File: src/rtl/mpmc9_write_seq.sv
// Single-port write sequencer: converts a (address, length) request into
// per-beat UI data writes, each followed by its write command, then a done pulse.
module mpmc9_write_seq #(
  parameter int DATA_W   = 128,
  parameter int ADDR_W   = 29,
  parameter int BEAT_INC = 8
) (
  input  logic                  clk,
  input  logic                  rst_n,
  input  logic                  calib_done,
  input  logic                  req_valid,
  output logic                  req_ready,
  input  logic [ADDR_W-1:0]     req_adr,
  input  logic [2:0]            req_len,
  input  logic                  wd_valid,
  output logic                  wd_ready,
  input  logic [DATA_W-1:0]     wd_data,
  input  logic [DATA_W/8-1:0]   wd_sel,
  output logic                  app_en,
  output logic [2:0]            app_cmd,
  output logic [ADDR_W-1:0]     app_addr,
  input  logic                  app_rdy,
  output logic                  app_wdf_wren,
  output logic                  app_wdf_end,
  output logic [DATA_W-1:0]     app_wdf_data,
  output logic [DATA_W/8-1:0]   app_wdf_mask,
  input  logic                  app_wdf_rdy,
  output logic                  done
);

  typedef enum logic [2:0] {
    IDLE,
    WLOAD,
    WDATA,
    WCMD,
    DONE
  } state_t;

  state_t                state_q;
  logic [ADDR_W-1:0]     adr_q;
  logic [2:0]            len_q;
  logic [2:0]            beat_q;
  logic [DATA_W-1:0]     dat_q;
  logic [DATA_W/8-1:0]   msk_q;

  always_ff @(posedge clk or negedge rst_n) begin
    if (!rst_n) begin
      state_q <= IDLE;
      adr_q   <= '0;
      len_q   <= '0;
      beat_q  <= '0;
      dat_q   <= '0;
      msk_q   <= '0;
    end else begin
      case (state_q)
        IDLE: begin
          if (req_valid && calib_done) begin
            adr_q   <= req_adr;
            len_q   <= req_len;
            beat_q  <= '0;
            state_q <= WLOAD;
          end
        end
        WLOAD: begin
          if (wd_valid) begin
            dat_q   <= wd_data;
            msk_q   <= ~wd_sel;
            state_q <= WDATA;
          end
        end
        WDATA: begin
          if (app_wdf_rdy) state_q <= WCMD;
        end
        WCMD: begin
          if (app_rdy) begin
            if (beat_q == len_q) begin
              state_q <= DONE;
            end else begin
              // Address wraps modulo 2^ADDR_W by truncation of the sum.
              adr_q   <= adr_q + ADDR_W'(BEAT_INC);
              beat_q  <= beat_q + 3'd1;
              state_q <= WLOAD;
            end
          end
        end
        DONE:    state_q <= IDLE;
        default: state_q <= IDLE;
      endcase
    end
  end

  // req_ready is gated by rst_n so that every output reads 0 while reset is held.
  assign req_ready    = rst_n && calib_done && (state_q == IDLE);
  assign wd_ready     = (state_q == WLOAD);
  assign app_wdf_wren = (state_q == WDATA);
  assign app_wdf_end  = (state_q == WDATA);
  assign app_wdf_data = (state_q == WDATA) ? dat_q : '0;
  assign app_wdf_mask = (state_q == WDATA) ? msk_q : '0;
  assign app_en       = (state_q == WCMD);
  assign app_cmd      = 3'b000;
  assign app_addr     = (state_q == WCMD) ? adr_q : '0;
  assign done         = (state_q == DONE);

endmodule
File: config.mk
export PLATFORM = sky130hd
export DESIGN_NAME = mpmc9_write_seq
export DESIGN_NICKNAME = d
export VERILOG_FILES = /design/src/rtl/mpmc9_write_seq.sv
export SDC_FILE = /design/constraint.sdc
export NUM_CORES = 1
export LEC_CHECK = 0
export CELL_PAD_IN_SITES_DETAIL_PLACEMENT = 2
export CELL_PAD_IN_SITES_GLOBAL_PLACEMENT = 2
export CORE_ASPECT_RATIO = 0.6
export CORE_UTILIZATION = 28
export DETAILED_ROUTE_END_ITERATION = 8
export PLACE_DENSITY = 0.93
export SLEW_MARGIN = 25
export SYNTH_ARGS = -nofsm -noshare
export SYNTH_HDL_FRONTEND = slang
export SYNTH_SLANG_ARGS = --single-unit
export TNS_END_PERCENT = 5
File: constraint.sdc
create_clock -name clk -period 4.6 [get_ports clk]
set_input_delay 0.92 -clock clk [delete_from_list [all_inputs] [get_ports clk]]
set_output_delay 0.92 -clock clk [all_outputs]
set_load 0.02 [all_outputs]
==> impl_metrics.yaml <==
clock_network:
  cts_buffer_depth: 2
  clock_sinks: 182
  cts_tree: "built"
  cts_root_buf: "clkbuf_16"
  ctsHoldBuffers: 0
  post_cts_resized: 0
  post_cts_buffers: 0
  h-tree-depth: 4
  insertion_delay_ns: 0.45
  clk_pin_slew_ns: 0.08
  numCtsBuffers: 17
yosys:
  syn-cell-area_um2: 8820
  synthFlopType: "dfrtp_1"
  synthesis.instances: 766
  synth_top_area_cell: "dfrtp_1"
  synth.distinct_cells: 56
  synth_area_leaders: "dfrtp_1 (52%), mux2_2 (14%), and2_1 (12%), a21oi_1 (2.8%), mux2_1 (2.8%)"
  ys_seq_area_share_pct: 51.6
  yosysWarnings: 0
  ys_seq_elements: 182
  synthArstFlopShare_pct: 100
  synth-edff-count: 0
  yosysTopAreaCellShare_pct: 51.6
  synth.avg_cell_area_um2: 11.5
route:
  drc: 0
  antenna_left: 0
  drt_pre_antenna_iters: 4
  drt_iter0_markers: 334
  viasPerCell: 4.74
  wire_per_inst_um: 22.2
  wirelength_mm: 33.9
  via_count: 7238
pwr:
  p_per_area_nw_per_um2: 728
  ir_worst_vdd_mv: 0.304
  pwr-share-clk_pct: 16.4
  p_int_mw: 5.76
  swShare_pct: 40.5
  p_sw_mw: 3.92
  seqPwrFrac_pct: 30.6
  p_leak_nw: 5.37
  p_total_mw: 9.67
  combinationalPowerShare_pct: 53.0
die:
  die-area_um2: 32200
  start_util_pct: 28.9
  rows: 49
  die_y_um: 139
  die_x_um: 231
  core_area_um2: 30500
  io_pins: 365
cells_and_area:
  multi_input_area_um2: 3830
  drive_gt1_share_pct: 15.5
  fillers: 3103
  post-route-util_pct: 43.6
  layout.area.seq_um2: 4550
  final-instance-count-excl-fill: 1528
  layout_common_cells: "clkdlybuf4s50_1 (360), dfrtp_1 (182), and2_1 (162)"
  nets: 1289
  final_common_cell: "clkdlybuf4s50_1"
  stdcell_area_um2: 13300
  area_growth_pct: 50.6
global_routing:
  grt_use_total_pct: 21.4
  grt_pass1_wl_mm: 51.8
  antenna_found_initial: 5
  grt_pass1_vias: 8297
  grt_overflow_total: 0
  grt_max_degree: 76
sta:
  fin_crit_sh_pct: 84.1
  finalCriticalPeriod_ns: 3.87
  tightest_slew_ns: 0.884
  rsz0062_at_grt: "false"
  hold_viol_final: 0
  fmax_ghz: 0.259
  finalSetupTns_ns: 0
  timing.final.ws_setup_ns: 0.733
  setup_viol: 0
  skew_ns: 0.0162
  drv_slew: 0
  relSlewSlack_pct: 41.0
  whs_ns: 0.350
run_status:
  status: "complete, no violations"
worst_setup_path:
  slowest_stage: "clkdlybuf4s50_1"
  arrival_ns: 2.95
  cp-start-kind: "register"
  path_class: "reg2out"
  crit_top_cell: "and2b_4"
  required_ns: 3.68
  crit_chain: "and2b_4, and2b_4, buf_4, and2_1, clkdlybuf4s50_1"
  reg2reg_slack_ns: 1.54
  critPathCaptureType: "output port"
  cp_max_fo: 47
  slowest_delay_ns: 0.61
placement:
  place_area_um2: 12700
  dp.cells: 1493
  place.gp.congestion: 0.797
  io_buffers: 361
  post-place-ws_ns: 1.18
  dpl.hpwl_mm: 25.6
worst_hold_path:
  hold_class: "in2async"
flow_run:
  cap_violations: 0
cells by family after synthesis:
kind of cell | count (synthesis) | share of synthesized area, %
DFF | 182 | 51.6
xor gates and xnor gates | 3 | 0.298
other | 1 | 0.0425
muxes | 134 | 17.1
adders and majority gates | 2 | 0.284
and+or+nand+nor | 274 | 18.2
buffers and inverters | 67 | 5.09
AOI/OAI and AO/OA | 103 | 7.35
power groups by stage:
stage	combinational [mW]	sequential [mW]	clock, mW
after floorplan	3.08	2.73	0
after global placement	4.91	2.88	0
after detailed placement	5.17	2.99	0
after CTS	5.21	2.98	1.64
after global routing	5.48	3.07	1.70
final	5.12	2.96	1.59
registers in the layout (all words and copies together) (netlist names):
name	flops
beat_q	3
dat_q	128
len_q	3
state_q	3
msk_q	16
adr_q	29
layout make-up:
cell class / count / share of cell area, %
clock buffers: 18 / 3.23
flip-flops and latches: 182 / 34.3
multi-input cells: 519 / 28.8
repair buffers: 371 / 28.0
diodes: 3 / 0.0565
inverters: 13 / 0.405
clock inverters: 14 / 1.39
well taps: 408 / 3.84
routing by layer:
layer / part of all wire, % / wire length, µm / global-route usage (%)
met1: 41 / 13800 / 25.2
met2: 53 / 17900 / 37.7
met3: 4.1 / 1380 / 5.04
met4: 2.3 / 775 / 7.70
met5: 0.080 / 27 / 0
synth_stat cells, drive strengths merged, types with 2 or more instances:
cell,instances
nor2,29
a31oi,2
o2bb2a,4
clkbuf,21
ha,2
nand4,7
o31ai,2
nor4,2
and2,165
and2b,2
xor2,3
mux2,134
nor3,4
inv,12
dfrtp,182
nand2,34
or3,2
o21ai,13
nand3,16
nor3b,4
buf,33
and3,4
o22ai,15
a2bb2oi,5
a21oi,52
worst max-delay path, delay by kind of cell (launching register included):
kind,cells,cell delay [ns]
buffers and inverters,2,1.02
flip-flops,1,0.43
AND/OR/NAND/NOR,3,1.03
path summary, 6_finish.rpt:
path                            cells past startpoint               end  startpoint
worst max-delay path                                5  app_wdf_data[27]  state_q[2]
worst min-delay path                                1         dat_q[46]       rst_n
worst max register to register                      8          adr_q[9]  state_q[1]
worst min register to register                      1         dat_q[80]   dat_q[80]
max in group asynchronous                           3         adr_q[19]       rst_n
min in group clk                                    1         dat_q[80]   dat_q[80]
Power figures use the tool's default switching activity.
